===== config.mk =====
export PLATFORM = sky130hd
export DESIGN_NAME = ifu_fetch_ctrl
export DESIGN_NICKNAME = d
export VERILOG_FILES = /design/src/rtl/ifu_fetch_ctrl.sv
export SDC_FILE = /design/constraint.sdc
export NUM_CORES = 1
export LEC_CHECK = 0
export CAP_MARGIN = 40
export CORE_ASPECT_RATIO = 1.75
export CORE_MARGIN = 5
export CORE_UTILIZATION = 43
export CTS_CLUSTER_DIAMETER = 30
export DETAILED_ROUTE_END_ITERATION = 10
export DONT_BUFFER_PORTS = 1
export REMOVE_ABC_BUFFERS = 1
export SLEW_MARGIN = 20
export SYNTH_ARGS = -nofsm -noshare
export SYNTH_HDL_FRONTEND = slang
export SYNTH_SLANG_ARGS = --single-unit

===== constraint.sdc =====
create_clock -name clk -period 2.6 [get_ports clk]
set_clock_uncertainty 0.1 [all_clocks]
set_input_delay 0.26 -clock clk [delete_from_list [all_inputs] [get_ports clk]]
set_output_delay 0.26 -clock clk [all_outputs]
set_load 0.05 [all_outputs]

===== src/rtl/ifu_fetch_ctrl.sv =====
// Instruction fetch sequencer: owns the PC, issues one outstanding memory request at a time,
// and buffers returned words in a small queue for decode. Optional counters under IFU_PERF_EN.
module ifu_fetch_ctrl #(
    parameter int             AW       = 16,
    parameter int             DW       = 16,
    parameter logic [AW-1:0]  RESET_PC = '0,
    parameter int             PC_INC   = 1,
    parameter int             QDEPTH   = 2
) (
    input  logic          clk,
    input  logic          rst,
    input  logic          en,
    output logic          mem_req,
    output logic [AW-1:0] mem_addr,
    input  logic          mem_gnt,
    input  logic          mem_rvalid,
    input  logic [DW-1:0] mem_rdata,
    input  logic          redirect,
    input  logic [AW-1:0] redirect_pc,
    output logic          instr_valid,
    output logic [DW-1:0] instr,
    output logic [AW-1:0] instr_pc,
    input  logic          instr_ready,
    output logic [AW-1:0] pc
`ifdef IFU_PERF_EN
    ,
    output logic [15:0]   perf_fetch,
    output logic [15:0]   perf_stall,
    output logic [15:0]   perf_flush
`endif
);

    localparam int PW = (QDEPTH > 1) ? $clog2(QDEPTH) : 1;
    localparam int CW = PW + 1;

    localparam logic [1:0] IDLE  = 2'd0;
    localparam logic [1:0] REQ   = 2'd1;
    localparam logic [1:0] WAIT  = 2'd2;
    localparam logic [1:0] DRAIN = 2'd3;

    logic [1:0]    state, state_next;
    logic [AW-1:0] pc_q, req_pc;
    logic [DW-1:0] q_data [QDEPTH];
    logic [AW-1:0] q_pc   [QDEPTH];
    logic [PW-1:0] rd_ptr, wr_ptr;
    logic [CW-1:0] count, count_next;
    logic          push, pop, gnt_taken;

    assign mem_req     = (state == REQ);
    assign mem_addr    = pc_q;
    assign pc          = pc_q;
    assign instr_valid = (count != '0);
    assign instr       = q_data[rd_ptr];
    assign instr_pc    = q_pc[rd_ptr];

    assign pop       = instr_valid && instr_ready;
    assign push      = (state == WAIT) && mem_rvalid && !redirect;
    assign gnt_taken = (state == REQ) && mem_gnt;

    always_comb begin
        count_next = count;
        if (redirect)
            count_next = '0;
        else if (push && !pop)
            count_next = count + 1'b1;
        else if (pop && !push)
            count_next = count - 1'b1;
    end

    // A request is only issued when a queue slot is reserved for its response.
    always_comb begin
        state_next = state;
        case (state)
            IDLE: begin
                if (redirect)
                    state_next = en ? REQ : IDLE;
                else if (en && (count < CW'(QDEPTH)))
                    state_next = REQ;
            end
            REQ: begin
                if (redirect)
                    state_next = mem_gnt ? DRAIN : (en ? REQ : IDLE);
                else if (mem_gnt)
                    state_next = WAIT;
            end
            WAIT: begin
                if (mem_rvalid)
                    state_next = (en && (count_next < CW'(QDEPTH))) ? REQ : IDLE;
                else if (redirect)
                    state_next = DRAIN;
            end
            default: begin
                // The outstanding response completes the drain even if another redirect lands on it.
                if (mem_rvalid)
                    state_next = en ? REQ : IDLE;
            end
        endcase
    end

    always_ff @(posedge clk or negedge rst) begin
        if (!rst) begin
            state  <= IDLE;
            pc_q   <= RESET_PC;
            req_pc <= '0;
        end else begin
            state <= state_next;
            if (redirect)
                pc_q <= redirect_pc;
            else if (gnt_taken)
                pc_q <= pc_q + AW'(PC_INC);
            if (gnt_taken)
                req_pc <= pc_q;
        end
    end

    always_ff @(posedge clk or negedge rst) begin
        if (!rst) begin
            rd_ptr <= '0;
            wr_ptr <= '0;
            count  <= '0;
            for (int i = 0; i < QDEPTH; i++) begin
                q_data[i] <= '0;
                q_pc[i]   <= '0;
            end
        end else begin
            count <= count_next;
            if (redirect) begin
                rd_ptr <= '0;
                wr_ptr <= '0;
            end else begin
                if (push) begin
                    q_data[wr_ptr] <= mem_rdata;
                    q_pc[wr_ptr]   <= req_pc;
                    wr_ptr         <= wr_ptr + 1'b1;
                end
                if (pop)
                    rd_ptr <= rd_ptr + 1'b1;
            end
        end
    end

`ifdef IFU_PERF_EN
    always_ff @(posedge clk or negedge rst) begin
        if (!rst) begin
            perf_fetch <= '0;
            perf_stall <= '0;
            perf_flush <= '0;
        end else begin
            if (push && (perf_fetch != 16'hFFFF))
                perf_fetch <= perf_fetch + 1'b1;
            if (instr_valid && !instr_ready && (perf_stall != 16'hFFFF))
                perf_stall <= perf_stall + 1'b1;
            if (redirect && (perf_flush != 16'hFFFF))
                perf_flush <= perf_flush + 1'b1;
        end
    end
`endif

endmodule


-- After elaboration in Yosys (flattened, before gate mapping)
Index checks and enable logic that the tools add are counted.
- output and inout port bits: 66
- register bits after elaboration: 102
- bits of input ports: 39
- bitwise operators: 3
- mux-type cells: 30
- order comparisons: 5
- eq/ne operators: 5
- $add $sub $neg: 5
- reduce and logical (&&, ||, !) cells: 20
- operator list (operator ; count):
    $mux W16 ; 9
    $bwmux W32 ; 2
    $mux W2 ; 11
    $add A16 B1 Y16 const B ; 1
    $demux W16 S1 ; 1
    $logic_and A1 B1 Y1 ; 9
    $reduce_bool A2 Y1 ; 4
    $mux W1 ; 6
    $ne A3 B3 Y1 const B ; 2
    $pmux W2 S3 ; 1
    $ge A2 B2 Y1 const B ; 2
    $lt A2 B2 Y1 const B ; 2
    $not A1 Y2 ; 2
    $reduce_and A4 Y1 ; 1
    $reduce_bool A4 Y1 ; 1
    $logic_not A1 Y1 ; 3
    $ne A3 B1 Y1 const B ; 1
    $add A1 B1 Y1 const B ; 2
    $add A2 B1 Y2 const B ; 1
    $eq A2 B1 Y1 const B ; 1
    $eq A2 B2 Y1 const B ; 1
    $logic_not A2 Y1 ; 1
    $lt A2 B1 Y1 const B ; 1
    $reduce_and A2 Y1 ; 1
    other kinds (2) ; 2

-- Logic depth before layout (Yosys ltp)
Gate-level depths: netlist of the first run.
- depth in word-level cells: 13
- depth in mapped cells: 6
- mapped depth without buffers: 6

-- Worst setup path after synthesis of the first run
No wires, ideal clock.
- path type: flip-flop to flip-flop
- start: reg pc_q[0] (netlist: mem_addr[0])
- end: reg pc_q[14] (netlist: mem_addr[14])
- data arrival time: 1.981 ns
- slack: 0.450 ns
- stages on the path, launching flop included: 7
- cell sequence: dfrtp_1 ha_1 nand4_1 or2_1 clkbuf_2 or4_1 nand3_1
- word-level cells in the longest chain between the ends: 3
- RTL lines (element ; line ; RTL):
    from (decl) ; 42 ; logic [AW-1:0] pc_q, req_pc;
    from (signal assigned) ; 108 ; pc_q <= redirect_pc;
    from (signal assigned) ; 110 ; pc_q <= pc_q + AW'(PC_INC);
    $add A16 B1 Y16 ; 110 ;
    $mux W16 ; 109 ; else if (gnt_taken)
    $mux W16 ; 107 ; if (redirect)
Every way passes these cells. The select of a mux whose other input is x is not followed.
A chain may end at the register's enable or synchronous reset.

-- Worst setup path in the final report of the first run
- start: reg state[1]
- end: reg pc_q[7] (netlist: mem_addr[7])
- word-level cells in the longest chain between the ends: 3
- RTL lines (element ; line ; RTL):
    from (decl) ; 41 ; logic [1:0] state, state_next;
    from (signal assigned) ; 106 ; state <= state_next;
    $eq A2 B1 Y1 ; 58 ; assign gnt_taken = (state == REQ) && mem_gnt;
    $logic_and A1 B1 Y1 ; 58 ;
    $reduce_bool A2 Y1 (no source line) ; -- ;
Every way passes these cells.

==> results_dict.tcl, run 1 <==
set metrics [dict create \
    dp_hpwl_um 6560 \
    synth_flop_cell "dfrtp_1" \
    clk_pin_slew_ps 70 \
    synth-seq-area-share_pct 52.3 \
    dieArea_um2 13700 \
    area_delta_synth_final_pct 16.2 \
    synth_edf_count 0 \
    grt_start_max_net_pins 103 \
    drive_above_1_share_pct 33.0 \
    path_max_fanout 11 \
    fin_setup_tns_ps 0 \
    root_buffer "clkbuf_16" \
    fillers 992 \
    wl_per_cell_um 17.2 \
    period_share_pct 84.4 \
    drt_first_pass_iters 4 \
    core-area_um2 11100 \
    cts_buffer_depth 2 \
    routabilityCongestion 0.791 \
    cellPowerDensity_nw_per_um2 1200 \
    hold_violations 102 \
    clock_sink_count 102 \
    wirelength_um 9960 \
    ios 105 \
    die_w_um 90.5 \
    cts.repair.resized 0 \
    crit_slowest_cell "dlygate4sd3_1" \
    slew_violations 0 \
    vdd_drop_max_mv 0.502 \
    grt_usage_pct 15.0 \
    fin_area_um2 5670 \
    layout.nets 483 \
    total_power_uw 6810 \
    final.setup.worst_slack_ps 406 \
    synth-warning-count 0 \
    numCtsBuffers 9 \
    max-slew-margin-rel_pct 62.1 \
    synthArstFlopShare_pct 100 \
    cts_tree "yes" \
    initial_utilization_pct 43.9 \
    drt_iter0_drc 78 \
    synthCells 411 \
    rsz0062_at_grt "no" \
    register_area_um2 2550 \
    first_global_vias 3326 \
    whs_ps -484 \
    h-tree-depth 3 \
    place_inst 528 \
    placed_area_um2 5000 \
    finalSetupViolations 0 \
    clock_latency_ps 340 \
    drtAntennaViolNets 0 \
    r2r_end "mem_addr[7]$_DFFE_PN0P_" \
    avgViaCountPerCell 5.35 \
    cp-start-kind "flop" \
    max_freq_ghz 0.456 \
    dp_slack_ps 495 \
    drc_errors 0 \
    required_ps 2780 \
    grt_pass1_wl_um 16500 \
    antenna_cells 0 \
    cellLeakagePower_uw 0.00261 \
    hold_buffers 34 \
    die_y_um 151 \
    grt_remaining_overflow 0 \
    synth.distinct_cells 44 \
    critPathLaunch "state[1]$_DFFE_PN0P_" \
    io_buffers 0 \
    layoutNonFillerInstCount 578 \
    ys_ff_latch 102 \
    cpPeakStageDelay_ps 540 \
    violations "negative hold slack" \
    crit_arrival_ps 2370 \
    path_cells "nand4b_4 -> nor3_1 -> buf_4 -> or3b_2 -> nand3_1 -> dlygate4sd3_1" \
    rows 51 \
    cap_violations 0 \
    min_period_ps 2190 \
    status "complete, but fails checks" \
    hp-class "in2async" \
    worstMarginPinSlew_ps 564 \
    via_count 3094 \
    r2r-start "state[1]$_DFFE_PN0P_" \
    multi_input_area_um2 2060 \
    postSynthAreaPerCell_um2 11.9 \
    syn-cell-area_um2 4880 \
    worstRegToRegCells 6 \
    antenna_found_initial 0 \
    cp-end-kind "flop" \
    rrSetupSlack_ps 410 \
    endpoint "mem_addr[7]$_DFFE_PN0P_" \
    crit_type "reg2reg" \
]
==> area by class of cell <==
class / instances / area share (%)
tap: 132 / 2.92
timing repair buffer: 58 / 9.92
inverter: 4 / 0.265
clock buffer: 12 / 4.70
clock inverter: 3 / 0.751
sequential: 102 / 45.1
multi-input combinational: 267 / 36.4
==> sequential cells by signal, indices dropped and copies added, names as in the netlist <==
| register | count |
|---|---|
| q_data | 32 |
| state | 2 |
| req_pc | 16 |
| q_pc | 32 |
| rd_ptr | 1 |
| mem_addr | 16 |
| count | 2 |
| wr_ptr | 1 |
==> where the power goes <==
group / switching, uW / internal (uW)
clock: 558 / 818
combinational: 1980 / 937
sequential: 386 / 2130
total: 2920 / 3890
==> cells by family (layout without fill, tap and decap cells) <==
family                     count (synthesis)  in the layout  share of synthesized area, %
buffers and inverters                     42             77                          5.46
muxes                                    101            101                          23.2
adders and majority gates                  2              2                         0.513
AOI/OAI and AO/OA                         26             26                          3.41
DFF                                      102            102                          52.3
and+or+nand+nor                          128            128                          13.3
xor gates and xnor gates                  10             10                          1.80
==> per-stage QoR <==
| step | hold slack, ps | util (%) |
|---|---|---|
| final | -484 | 51.0 |
| after floorplan | -136 | - |
| after global routing | -507 | 51.0 |
| after detailed placement | -133 | 45.1 |
| after CTS | -503 | 50.9 |
| after global placement | -133 | 45.1 |
==> cell usage after synthesis (3+ instances only) <==
library cell / instances / share of area (%)
buf_6: 5 / 1.2
nor3_1: 3 / 0.31
buf_4: 17 / 2.6
mux2i_1: 4 / 0.82
xnor2_1: 6 / 1.1
nand2_1: 66 / 5.1
nor2_1: 10 / 0.77
o21ai_0: 15 / 1.5
nor4_1: 4 / 0.51
dfrtp_1: 102 / 52
nor3b_1: 4 / 0.62
nand4_1: 5 / 0.64
or4_1: 3 / 0.46
nand2b_1: 3 / 0.38
xor2_1: 4 / 0.72
clkbuf_1: 9 / 0.69
buf_2: 5 / 0.51
inv_1: 4 / 0.31
nor2b_1: 8 / 1.0
mux2_2: 97 / 22
nand3_1: 10 / 1.0
==> worst min path at each step <==
| stage | startpoint | end | slack [ps] | cells after the start |
|---|---|---|---|---|
| 3_5_place_dp | rst | state[0]$_DFFE_PN0P_ | -130 | 0 |
| 2_1_floorplan | rst | count[0]$_DFFE_PN0P_ | -140 | 0 |
| 5_1_grt | rst | state[0]$_DFFE_PN0P_ | -510 | 0 |
| 4_1_cts | rst | state[0]$_DFFE_PN0P_ | -500 | 0 |
| 6_report | rst | state[0]$_DFFE_PN0P_ | -480 | 0 |
| 3_3_place_gp | rst | state[0]$_DFFE_PN0P_ | -130 | 0 |
==> critical path, delay by kind of cell, from the launching register on <==
| family | cells | cell delay [ps] |
|---|---|---|
| simple gates | 4 | 820 |
| flops | 1 | 510 |
| buf+inv | 2 | 700 |
==> routing by layer <==
| metal | share of wire (%) | global-route usage, % | up-vias |
|---|---|---|---|
| met3 | 4.8 | 4.37 | 14 |
| met2 | 52 | 26.4 | 69 |
| li1 | - | - | 1468 |
| met1 | 41 | 16.8 | 1543 |
| met4 | 2.2 | 6.48 | 0 |
| met5 | 0 | 0 | - |
==> layout by cell type, fill, tap and decap left out, types with 3 or more instances in the layout <==
cell / synthesis / routed
nand3_1: 10 / 10
dfrtp_1: 102 / 101
nor3b_1: 4 / 4
xor2_1: 4 / 4
nand2b_1: 3 / 3
nand2_1: 66 / 65
nor2b_1: 8 / 8
buf_12: 0 / 3
dlygate4sd3_1: 0 / 34
buf_4: 17 / 20
nor2_1: 10 / 10
mux2i_1: 4 / 4
nand4_1: 5 / 5
inv_1: 4 / 4
mux2_2: 97 / 97
nor4_1: 4 / 4
clkbuf_8: 0 / 3
clkbuf_16: 0 / 9
or4_1: 3 / 3
o21ai_0: 15 / 15
xnor2_1: 6 / 6
nor3_1: 3 / 3
==> repair_timing <==
| item | in CTS | in global routing |
|---|---|---|
| buffers inserted | 0 | 0 |
| hold endpoints to repair | 153 | 102 |
| endpoints found under the setup margin | 0 | 0 |
No activity file was read; power rests on OpenSTA's default activity.
==> run 2, diff against run 1 <==
==> constraint.sdc (replaced) <==
create_clock -name clk -period 2 [get_ports clk]
set_clock_uncertainty 0.1 [all_clocks]
set_input_delay 0.2 -clock clk [delete_from_list [all_inputs] [get_ports clk]]
set_output_delay 0.2 -clock clk [all_outputs]
set_load 0.05 [all_outputs]
==> run 2 against run 1 <==
The run still ends with negative hold slack left. Final cell count increased by 1.2%. Combinational power increased by 35%. Setup slack got worse by 310 ps. Sequential cell count unchanged. Utilization increased by 0.14 points. First-iteration DRC count increased by 42%. Clock-buffer cell count decreased by 1. Worst hold slack got worse by 63 ps. Critical path depth decreased by 4. Wire length increased by 1.5%. Final area increased by 0.27%.
==> results_dict.tcl, run 2 (same netlist as run 1, synthesis figures left out) <==
set metrics [dict create \
    wirelength_um 10100 \
    wl_per_cell_um 17.3 \
    antenna_found_initial 0 \
    worstMarginPinSlew_ps 584 \
    antenna_cells 0 \
    cap_violations 0 \
    final_util_pct 51.2 \
    violations "negative hold slack" \
    rrSetupSlack_ps 210 \
    max-slew-margin-rel_pct 61.1 \
    layout.nets 490 \
    cts_setup_buffers 0 \
    final.setup.worst_slack_ps 95.0 \
    avgViaCountPerCell 5.36 \
    dieArea_um2 13700 \
    hold_violations 102 \
    via_count 3137 \
    grt_start_max_net_pins 103 \
    p_comb_share_pct 45.1 \
    numCtsBuffers 9 \
    whs_ps -547 \
    vdd_drop_max_mv 0.719 \
    cellPowerDensity_nw_per_um2 1540 \
    finalSetupViolations 0 \
    max_freq_ghz 0.525 \
    drive_above_1_share_pct 34.0 \
    top_regs "q_data (32), q_pc (32)" \
    clkPwrFrac_pct 18.5 \
    cts_buffer_depth 2 \
    grt_pass1_wl_um 16700 \
    fillers 1003 \
    rows 51 \
    initial_utilization_pct 43.9 \
    status "complete, but fails checks" \
    h-tree-depth 3 \
    path_max_fanout 11 \
    clk_pin_slew_ps 70 \
    clock_latency_ps 340 \
    cp-start-kind "flop" \
    rsz0062_at_grt "no" \
    multi_input_area_um2 2060 \
    die_w_um 90.5 \
    io_buffers 0 \
    hold_buffers 34 \
    clock_sink_count 102 \
    crit_type "reg2out" \
    grt_usage_pct 15.4 \
    p_int_uw 4910 \
    ios 105 \
    register_area_um2 2550 \
    min_period_ps 1900 \
    layoutNonFillerInstCount 585 \
    drt_first_pass_iters 4 \
    cts.repair.resized 0 \
    cellLeakagePower_uw 0.00263 \
    layout_common_cells "101 x dfrtp_1, 97 x mux2_2, 65 x nand2_1, 33 x dlygate4sd3_1, 27 x buf_4" \
    hp-class "in2async" \
    cts_tree "yes" \
    die_y_um 151 \
    drtAntennaViolNets 0 \
    r2r-start "state[0]$_DFFE_PN0P_" \
    drc_errors 0 \
    dp_slack_ps 198 \
    worstRegToRegCells 5 \
    seqPwrFrac_pct 36.5 \
    first_global_vias 3375 \
    place_inst 536 \
    crit_arrival_ps 1600 \
    required_ps 1700 \
    power_switching_uw 3840 \
    dp_hpwl_um 6780 \
    area_delta_synth_final_pct 16.5 \
    root_buffer "clkbuf_16" \
    core-area_um2 11100 \
    grt_remaining_overflow 0 \
    period_share_pct 95.2 \
    r2r_end "q_pc[30]$_DFFE_PN0P_" \
    p_sw_share_pct 43.8 \
    cp-end-kind "output port" \
    drt_iter0_drc 111 \
    slew_violations 0 \
    layout_commonest_cell "dfrtp_1" \
    routabilityCongestion 0.810 \
]
-- run 2: power groups by stage --
stage | Combinational, uW | Sequential [uW] | Clock, uW
after CTS | 4000 | 3200 | 1670
after floorplan | 2980 | 3490 | 0
final | 3940 | 3190 | 1620
after global placement | 3870 | 3200 | 0
after detailed placement | 3920 | 3240 | 0
after global routing | 4170 | 3290 | 1750
-- run 2: per-stage QoR --
stage / instance area [um2] / hold slack [ps] / power, uW / TNS, ps
after floorplan: 4630 / -196 / 6460 / -12490
after global placement: 5080 / -193 / 7060 / 0
after detailed placement: 5080 / -192 / 7160 / 0
after CTS: 5690 / -574 / 8880 / 0
after global routing: 5680 / -579 / 9210 / 0
final: 5680 / -547 / 8750 / 0
-- run 2: per-layer routing --
layer,share of wire [%],global-route usage (%)
met5,0,0
met4,2.5,6.48
met3,5.3,4.52
met2,53,28.1
met1,39,16.4
-- run 2: layout make-up --
cell class / instances / share of cell area (%)
repair buffers: 65 / 10.9
well taps: 132 / 2.91
flip-flops and latches: 102 / 45.0
clock buffers: 11 / 4.27
multi-input cells: 267 / 36.3
clock inverters: 4 / 0.441
inverters: 4 / 0.264
-- run 2: worst max path at each step --
stage                             from                        to  slack, ps  depth (start not counted)
2_1_floorplan  mem_addr[0]$_DFFE_PN0P_  mem_addr[14]$_DFFE_PN0P_       -430                          5
3_3_place_gp   mem_addr[0]$_DFFE_PN0P_  mem_addr[14]$_DFFE_PN0P_        230                          5
3_5_place_dp      state[0]$_DFFE_PN0P_    q_data[25]$_DFFE_PN0P_        200                          5
4_1_cts                       redirect  mem_addr[15]$_DFFE_PN0P_          3                          4
5_1_grt             rd_ptr$_DFFE_PN0P_                  instr[8]         30                          2
6_report            rd_ptr$_DFFE_PN0P_                  instr[1]        100                          2
-- run 2: critical path, stage by stage (launching register included) --
cell     delay (ps)
dfrtp_2         560
buf_4           220
mux2_2          470
==> run 3, diff against run 2 <==
--- a/config.mk
+++ b/config.mk
@@ -13,6 +13,7 @@
 export DETAILED_ROUTE_END_ITERATION = 10
 export DONT_BUFFER_PORTS = 1
 export REMOVE_ABC_BUFFERS = 1
+export SKIP_LAST_GASP = 1
 export SLEW_MARGIN = 20
 export SYNTH_ARGS = -nofsm -noshare
 export SYNTH_HDL_FRONTEND = slang
==> results of run 3 <==
Same layout as run 2: the final DEF is identical, and so are final timing and power.
